<file path="src/rtl/rv32r_pkg.sv">
// Shared definitions for the R-type RV32 execution sequencer and its helpers.
package rv32r_pkg;

  // Sequencer states, one per step of an instruction's life.
  typedef enum logic [3:0] {
    StIdle,
    StFetch,
    StDecReq,
    StDecWait,
    StRead,
    StExec,
    StWb,
    StTrap,
    StNext
  } seq_state_e;

  // ALU opcodes as produced by the decoder.
  localparam logic [3:0] AluAdd  = 4'd0;
  localparam logic [3:0] AluSub  = 4'd1;
  localparam logic [3:0] AluSll  = 4'd2;
  localparam logic [3:0] AluSlt  = 4'd3;
  localparam logic [3:0] AluSltu = 4'd4;
  localparam logic [3:0] AluXor  = 4'd5;
  localparam logic [3:0] AluSrl  = 4'd6;
  localparam logic [3:0] AluSra  = 4'd7;
  localparam logic [3:0] AluOr   = 4'd8;
  localparam logic [3:0] AluAnd  = 4'd9;

  // ALU unit selects.
  localparam logic [1:0] SelArith    = 2'd0;
  localparam logic [1:0] SelLogic    = 2'd1;
  localparam logic [1:0] SelShiftCmp = 2'd2;

  // Major opcode of every R-type instruction.
  localparam logic [6:0] OpcRtype = 7'b0110011;

endpackage

</file>
<file path="src/rtl/rv32r_dec_watchdog.sv">
// Decoder watchdog: a clearable, enabled up-counter that flags the last allowed
// wait cycle. It saturates there so a stuck enable can never wrap it back to zero.
module rv32r_dec_watchdog #(
  parameter int unsigned Timeout = 16
) (
  input  logic clk,
  input  logic rst,
  input  logic clr_i,
  input  logic en_i,
  output logic timeout_o
);

  localparam int unsigned CntW = (Timeout > 2) ? $clog2(Timeout) : 1;
  localparam logic [CntW-1:0] LastCnt = CntW'(Timeout - 1);

  logic [CntW-1:0] cnt_q;

  // Count wait cycles; clear wins over enable.
  always_ff @(posedge clk) begin
    if (rst) begin
      cnt_q <= '0;
    end else if (clr_i) begin
      cnt_q <= '0;
    end else if (en_i && (cnt_q != LastCnt)) begin
      cnt_q <= cnt_q + CntW'(1);
    end
  end

  assign timeout_o = (cnt_q == LastCnt);

endmodule

</file>
<file path="src/rtl/rv32r_exec_sequencer.sv">
// Multi-cycle control sequencer for the R-type RV32 datapath. Owns the PC and walks
// each instruction through fetch, decode, register read, ALU and writeback. Words the
// decoder never resolves are trapped, the decoder is flushed and the word is skipped.
// Every output is a flop, so each strobe is set on the edge that enters its state.
module rv32r_exec_sequencer
  import rv32r_pkg::*;
#(
  parameter int unsigned     XLEN        = 32,
  parameter logic [XLEN-1:0] RESET_PC    = '0,
  parameter int unsigned     DEC_TIMEOUT = 16,  // must be at least 8
  parameter int unsigned     CNT_W       = 16
) (
  input  logic             clk,
  input  logic             rst,
  input  logic             start,
  input  logic             halt_req,
  output logic             busy,
  output logic             cs_fetch,
  output logic [XLEN-1:0]  fetch_addr,
  input  logic             rdy_fetch,
  input  logic [31:0]      instr_in,
  output logic             cs_decoder,
  output logic [31:0]      dec_instr,
  input  logic             dec_valid,
  input  logic [3:0]       dec_op,
  input  logic [1:0]       dec_sel,
  input  logic [4:0]       dec_rs1,
  input  logic [4:0]       dec_rs2,
  input  logic [4:0]       dec_rd,
  output logic             dec_flush,
  output logic             rf_re,
  output logic [4:0]       rf_raddr1,
  output logic [4:0]       rf_raddr2,
  output logic             rf_we,
  output logic [4:0]       rf_waddr,
  output logic             cs_alu,
  output logic [3:0]       alu_op,
  output logic [1:0]       alu_sel,
  input  logic             rdy_alu,
  output logic [XLEN-1:0]  pc,
  output logic [CNT_W-1:0] retired_cnt,
  output logic [CNT_W-1:0] illegal_cnt,
  output logic             irq_illegal
);

  seq_state_e state_q;
  logic [3:0] op_q;
  logic [1:0] sel_q;
  logic [4:0] rd_q;
  logic       wd_clr;
  logic       wd_en;
  logic       wd_timeout;

  // The watchdog is cleared while the decode strobe is out and runs only while waiting.
  always_comb begin
    wd_clr = (state_q == StDecReq);
    wd_en  = (state_q == StDecWait);
  end

  rv32r_dec_watchdog #(
    .Timeout (DEC_TIMEOUT)
  ) u_dec_watchdog (
    .clk       (clk),
    .rst       (rst),
    .clr_i     (wd_clr),
    .en_i      (wd_en),
    .timeout_o (wd_timeout)
  );

  assign fetch_addr = pc;

  // Sequencer FSM: next state, latched fields, counters and registered strobes.
  always_ff @(posedge clk) begin
    if (rst) begin
      state_q     <= StIdle;
      pc          <= RESET_PC;
      busy        <= 1'b0;
      cs_fetch    <= 1'b0;
      cs_decoder  <= 1'b0;
      dec_instr   <= '0;
      dec_flush   <= 1'b0;
      rf_re       <= 1'b0;
      rf_raddr1   <= '0;
      rf_raddr2   <= '0;
      rf_we       <= 1'b0;
      rf_waddr    <= '0;
      cs_alu      <= 1'b0;
      alu_op      <= '0;
      alu_sel     <= '0;
      retired_cnt <= '0;
      illegal_cnt <= '0;
      irq_illegal <= 1'b0;
      op_q        <= '0;
      sel_q       <= '0;
      rd_q        <= '0;
    end else begin
      // Strobes default low; the entering transition raises the one it needs.
      cs_fetch    <= 1'b0;
      cs_decoder  <= 1'b0;
      dec_flush   <= 1'b0;
      rf_re       <= 1'b0;
      rf_we       <= 1'b0;
      cs_alu      <= 1'b0;
      irq_illegal <= 1'b0;
      unique case (state_q)
        StIdle: begin
          if (start) begin
            state_q  <= StFetch;
            busy     <= 1'b1;
            cs_fetch <= 1'b1;
          end
        end
        StFetch: begin
          if (rdy_fetch) begin
            dec_instr  <= instr_in;
            state_q    <= StDecReq;
            cs_decoder <= 1'b1;
          end else begin
            cs_fetch <= 1'b1;
          end
        end
        StDecReq: begin
          state_q <= StDecWait;
        end
        StDecWait: begin
          // A valid result on the timeout cycle still counts as decoded.
          if (dec_valid) begin
            op_q      <= dec_op;
            sel_q     <= dec_sel;
            rd_q      <= dec_rd;
            rf_raddr1 <= dec_rs1;
            rf_raddr2 <= dec_rs2;
            rf_re     <= 1'b1;
            state_q   <= StRead;
          end else if (wd_timeout) begin
            dec_flush   <= 1'b1;
            irq_illegal <= 1'b1;
            state_q     <= StTrap;
          end
        end
        StRead: begin
          alu_op  <= op_q;
          alu_sel <= sel_q;
          cs_alu  <= 1'b1;
          state_q <= StExec;
        end
        StExec: begin
          if (rdy_alu) begin
            rf_waddr <= rd_q;
            rf_we    <= (rd_q != 5'd0);  // x0 is never written
            state_q  <= StWb;
          end else begin
            cs_alu <= 1'b1;
          end
        end
        StWb: begin
          if (retired_cnt != '1) begin
            retired_cnt <= retired_cnt + CNT_W'(1);
          end
          state_q <= StNext;
        end
        StTrap: begin
          if (illegal_cnt != '1) begin
            illegal_cnt <= illegal_cnt + CNT_W'(1);
          end
          state_q <= StNext;
        end
        StNext: begin
          pc <= pc + XLEN'(4);
          if (halt_req) begin
            busy    <= 1'b0;
            state_q <= StIdle;
          end else begin
            cs_fetch <= 1'b1;
            state_q  <= StFetch;
          end
        end
        default: begin
          busy    <= 1'b0;
          state_q <= StIdle;
        end
      endcase
    end
  end

endmodule

</file>
<file path="config.mk">
export PLATFORM = sky130hd
export DESIGN_NAME = rv32r_exec_sequencer
export DESIGN_NICKNAME = d
export VERILOG_FILES = /design/src/rtl/rv32r_pkg.sv /design/src/rtl/rv32r_dec_watchdog.sv /design/src/rtl/rv32r_exec_sequencer.sv
export SDC_FILE = /design/constraint.sdc
export NUM_CORES = 1
export LEC_CHECK = 0
export CORE_ASPECT_RATIO = 2
export CORE_UTILIZATION = 48
export CTS_CLUSTER_SIZE = 8
export DETAILED_ROUTE_END_ITERATION = 8
export PLACE_DENSITY = 0.91
export REMOVE_ABC_BUFFERS = 1
export SLEW_MARGIN = 30
export SYNTH_ARGS = -nofsm -noshare
export SYNTH_HDL_FRONTEND = slang
export SYNTH_SLANG_ARGS = --single-unit
</file>
<file path="constraint.sdc">
create_clock -name clk -period 5 [get_ports clk]
set_clock_uncertainty 0.2 [all_clocks]
set_input_delay 0.75 -clock clk [delete_from_list [all_inputs] [get_ports clk]]
set_output_delay 0.75 -clock clk [all_outputs]
set_load 0.02 [all_outputs]
</file>
# Word-level counts from Yosys, hierarchy flattened
# Index checks and enable logic that the tools add are counted.
[totals] wordCells=83 input_bits=60 reg_bits=143 latchBits=0 rom_bits=0 memories=0 mem_bits_rw=0 out_inout_bits=157
[op_classes] reduce_logical=17 n_lt_le_gt_ge=0 n_addsub=4 muxes=19 multipliers=0 eq_ne=17 div=0 bitwise=5 shifts=0
[ops] op="$add A16 B1 Y16 const B" count=2
[ops] op="$add A32 B3 Y32 const B" count=1
[ops] op="$ne A16 B16 Y1 const B" count=2
[ops] op="$pmux W4 S8" count=1
[ops] op="$mux W4" count=5
[ops] op="$eq A4 B3 Y1 const B" count=4
[ops] op="$mux W1" count=10
[ops] op="$reduce_and A2 Y1" count=5
[ops] op="$eq A4 B2 Y1 const B" count=2
[ops] op="$eq A4 B4 Y1 const B" count=2
[ops] op="$ne A2 B2 Y1 const B" count=4
[ops] op="$reduce_or A2 Y1" count=4
[ops] op="$reduce_or A7 Y1" count=1
[ops] op="$pmux W1 S3" count=2
[ops] op="$reduce_or A3 Y1" count=2
[ops] op="$not A1 Y1" count=5
[ops] op="$reduce_bool A5 Y1" count=1
[ops] op="$add A4 B1 Y4 const B" count=1
[ops] op="$eq A4 B1 Y1 const B" count=1
[ops] op="$logic_not A4 Y1" count=1
[ops] op="$ne A4 B4 Y1 const B" count=1
[ops] op="$reduce_and A4 Y1" count=1
[ops] op="$ne A3 B3 Y1 const B" count=1
[ops] op="$reduce_and A3 Y1" count=1
[ops] op="2 further kinds" count=2

# Logic depth before layout (Yosys ltp)
[depth] ltp_word=4 ltp_mapped=7 ltp_nobuf=6

# Cells and area by module
# Synthesis repeated with hierarchy kept, for this count alone.
[hier_totals] cells_unflattened=730 area_unflattened_um2=6120.9
[modules_own_cells] module="rv32r_exec_sequencer" cells_each=708 seq_area_each_um2=2742.6 n_inst=1 area_per_inst_um2=5909.4
[modules_own_cells] module="rv32r_dec_watchdog" cells_each=22 seq_area_each_um2=80.1 n_inst=1 area_per_inst_um2=211.5

# Least setup slack after synthesis
# OpenSTA, ideal clock, no wires.
[synth_timing] path_type="register to register" from="register retired_cnt[0]" to="register retired_cnt[3]" path_buffers=0 slack_ns=2.519 required_time_ns=4.730 path_stages_with_launch=7 setup_ns=0.070 period_less_slack_ns=2.481 arrival_time_ns=2.211 path_cell_list="dfxtp_1 > ha_1 > nand4_1 > nor4b_1 > a41oi_1 > nand2b_1 > a21oi_1"
[synth_between] elab_chain_len=2 elab_cells_between_ends=3 classes_between="1 x add/sub; 1 x eq/ne; 1 x reduce/logical"
[synth_lines] item="start, declared" line_no="rv32r_exec_sequencer.sv:41" text="output logic [CNT_W-1:0] retired_cnt,"
[synth_lines] item="start signal, assigned" line_no="rv32r_exec_sequencer.sv:158" text="retired_cnt <= retired_cnt + CNT_W'(1);"
[synth_lines] item="branches (longest 2 deep; another with $add A16 B1 Y16)"
# Parallel ways; which one is timed is not known.
# A chain may end at the register's enable or synchronous reset.

# Worst setup path in the final report
[layout_timing] from="register state_q[1]" to="register pc[31] (netlist: fetch_addr[31])"
[layout_between] elab_chain_len=1
[layout_lines] item="start, declared" line_no="rv32r_exec_sequencer.sv:46" text="seq_state_e state_q;"
[layout_lines] item="start signal, assigned" line_no="rv32r_exec_sequencer.sv:75" text="state_q <= StIdle;"
[layout_lines] item="start signal, assigned" line_no="rv32r_exec_sequencer.sv:108" text="state_q <= StFetch;"
[layout_lines] item="start signal, assigned" line_no="rv32r_exec_sequencer.sv:116" text="state_q <= StDecReq;"
[layout_lines] item="$eq A4 B4 Y1" line_no="rv32r_exec_sequencer.sv:105" text="unique case (state_q)"
[layout_lines] item="end signal, assigned" line_no="rv32r_exec_sequencer.sv:169" text="pc <= pc + XLEN'(4);"
[layout_lines] item="end, declared" line_no="rv32r_exec_sequencer.sv:40" text="output logic [XLEN-1:0] pc,"
# No other way between the ends.

==> impl_metrics.tcl <==
set metrics [dict create \
    period_needed_ns 2.91 \
    synth_largest_area_cell "dfxtp_1" \
    dp_hpwl_um 11100 \
    yosysWarnings 0 \
    slowest_delay_ns 0.75 \
    cpMostUsedCell "or3_1" \
    drive_gt1_frac 0.0471 \
    crit_fanout 20 \
    gp_congestion 0.806 \
    cts_tree "yes" \
    grt_antenna_before_repair 0 \
    fmax_mhz 343 \
    routedWlPerCell_um 14.6 \
    finalMaxSlewViolations 0 \
    arrival_ns 3.05 \
    rows 57 \
    required_ns 5.14 \
    synth_cell_types 43 \
    rsz0062_at_grt "no" \
    grt_pass1_wl_um 24400 \
    syn_area_per_cell_um2 8.26 \
    cp-start-kind "register" \
    area_delta_synth_final_pct 42.8 \
    io_buffers 212 \
    wl_met3_um 820 \
    cts_resized 0 \
    cts-htree-levels 4 \
    tns_ns 0 \
    die_w_um 81.4 \
    syn_inst 732 \
    place_inst 1027 \
    clock_latency_ns 0.41 \
    cts_buffer_depth 2 \
    cp_cell_sequence "or3_1 -> nor4_4 -> nand4_2 -> or3_1 -> a21oi_1" \
    ios 217 \
    wl_um 15500 \
    top_layer_used "met4" \
    path_clk_slew_ns 0.06 \
    setup_violations 0 \
    wl_met2_um 8480 \
    num_vias 5683 \
    synthTopCellsByCount "dfxtp_1 (141), nand2_1 (134), nor2_1 (81), a21oi_1 (70), buf_4 (35)" \
    die-area_um2 13100 \
    ctsHoldBuffers 0 \
    synthFlopType "dfxtp_1" \
    yosys.cell_count.top_type "dfxtp_1" \
    drt_iter0_markers 303 \
    crit_slowest_cell "nor4_4" \
    fp.dieH_um 161 \
    vias_per_cell 5.37 \
    instances_no_fill 1059 \
    fin_crit_sh 0.582 \
    ys_seq_area_frac 0.467 \
    synth_edf_count 0 \
    worstMarginPinSlew_ns 0.909 \
    drtAntennaViolNets 0 \
    drc 0 \
    clock_sink_count 141 \
    grt_usage 0.238 \
    powerDensity_nw_per_um2 314 \
    slew_headroom 0.389 \
    postCtsSetupBuffers 0 \
    grt_overflow 0 \
    outcome "finished, final reports clean" \
    crit_type "reg2reg" \
    leakage_nw 3.00 \
    synth.cell_area_um2 6050 \
    yosysTopAreaCellShare 0.467 \
    coreArea_um2 12200 \
    initial_utilization 0.496 \
    synthArstFlopShare 0 \
    hold_viol 0 \
    ys_ff_latch 141 \
    ir_drop_mv 0.275 \
    crit_path_end_kind "register" \
    maxCapViolCount 0 \
    synth.area.top_cells "dfxtp_1 (47%), nand2_1 (8.3%), a21oi_1 (5.8%)" \
    grt_max_degree 102 \
    drt_pass1_iterations 5 \
    hold_path.class "reg2reg" \
    first_global_vias 5285 \
    whs_ns 0.254 \
    n_antenna_cell 0 \
    cts_made_buffers 17 \
    num-nets-final 963 \
    wl_met1_um 5640 \
    cts-root-buf "clkbuf_16" \
]
==> path summary, 6_finish.rpt <==
kind | slack, ns | endpoint | startpoint | cells after the start
min reg2reg | 0.25 | dec_instr[19] | dec_instr[19] | 2
min | 0.25 | dec_instr[19] | dec_instr[19] | 2
max reg2reg | 2.09 | fetch_addr[31] | state_q[1] | 5
max | 2.09 | fetch_addr[31] | state_q[1] | 5
==> where the power goes <==
part	internal, W	total [W]	leakage (nW)	switching [W]
sequential	0.00115	0.00117	1.14	0.0000205
clock	0.000846	0.00135	0.311	0.000501
combinational	0.0000964	0.000196	1.55	0.0000999
==> stage by stage <==
stage / total power [W] / setup WS (ns) / instance area, um^2 / util
global route: 0.00281 / 1.87 / 8640 / 0.708
global placement: 0.00138 / 2.22 / 8000 / 0.656
floorplan: 0.00127 / 2.05 / 5660 / -
CTS: 0.00273 / 2.13 / 8640 / 0.708
finish: 0.00271 / 2.09 / 8640 / 0.708
detailed placement: 0.00139 / 2.13 / 8000 / 0.656
==> placed cells by master, fill, tap and decap left out, drive strengths merged, types with 3 or more instances in the layout <==
cell type      instances
inv                   12
nand4                 28
clkdlybuf4s50        211
ha                     4
nand2b                 3
xnor2                 14
o21ai                 16
or3                   11
clkbuf                18
o2111ai                3
bufinv                 4
and4                   5
nor3b                  4
nand3                 21
nand2                134
and2                   4
mux2i                 18
nor4                   9
a21oi                 70
nor2                  81
conb                   4
nor3                  21
dfxtp                141
buf                    5
xor2                  30
nand3b                 3
and3                  11
clkinv                 6
==> sequential cells by signal (all words and copies together), names as in the netlist, 2 cells and up <==
signal,cells
alu_op,4
op_q,4
dec_instr,32
rf_raddr1,5
illegal_cnt,16
rf_waddr,5
u_dec_watchdog.cnt_q,4
retired_cnt,16
state_q,4
alu_sel,2
fetch_addr,30
rd_q,5
rf_raddr2,5
sel_q,2
==> final cells by class <==
cell class / count / area (um^2)
multi-input cells: 515 / 2810
clock buffers: 18 / 429
fillers: 924 / 3560
well taps: 147 / 184
clock inverters: 14 / 206
inverters: 8 / 30.0
flip-flops and latches: 141 / 2820
repair buffers: 216 / 2150
==> layer usage <==
metal,vias up,global-route usage
met3,45,0.0557
li1,2790,-
met1,2652,0.239
met4,0,0.124
met5,-,0
met2,196,0.431
==> logic make-up after synthesis <==
logic type	share of synthesized area
compound gates	0.0902
xor+xnor	0.0637
fa+ha+maj	0.00827
buf+inv	0.0711
flops	0.467
mux	0.0298
other cells	0.000620
simple gates	0.270
==> critical path, delay by kind of cell (launching register included) <==
kind	cells	cell delay (ns)
flops	1	0.49
compound gates	1	0.13
simple gates	4	2.03
No activity file was read; power rests on OpenSTA's default activity.
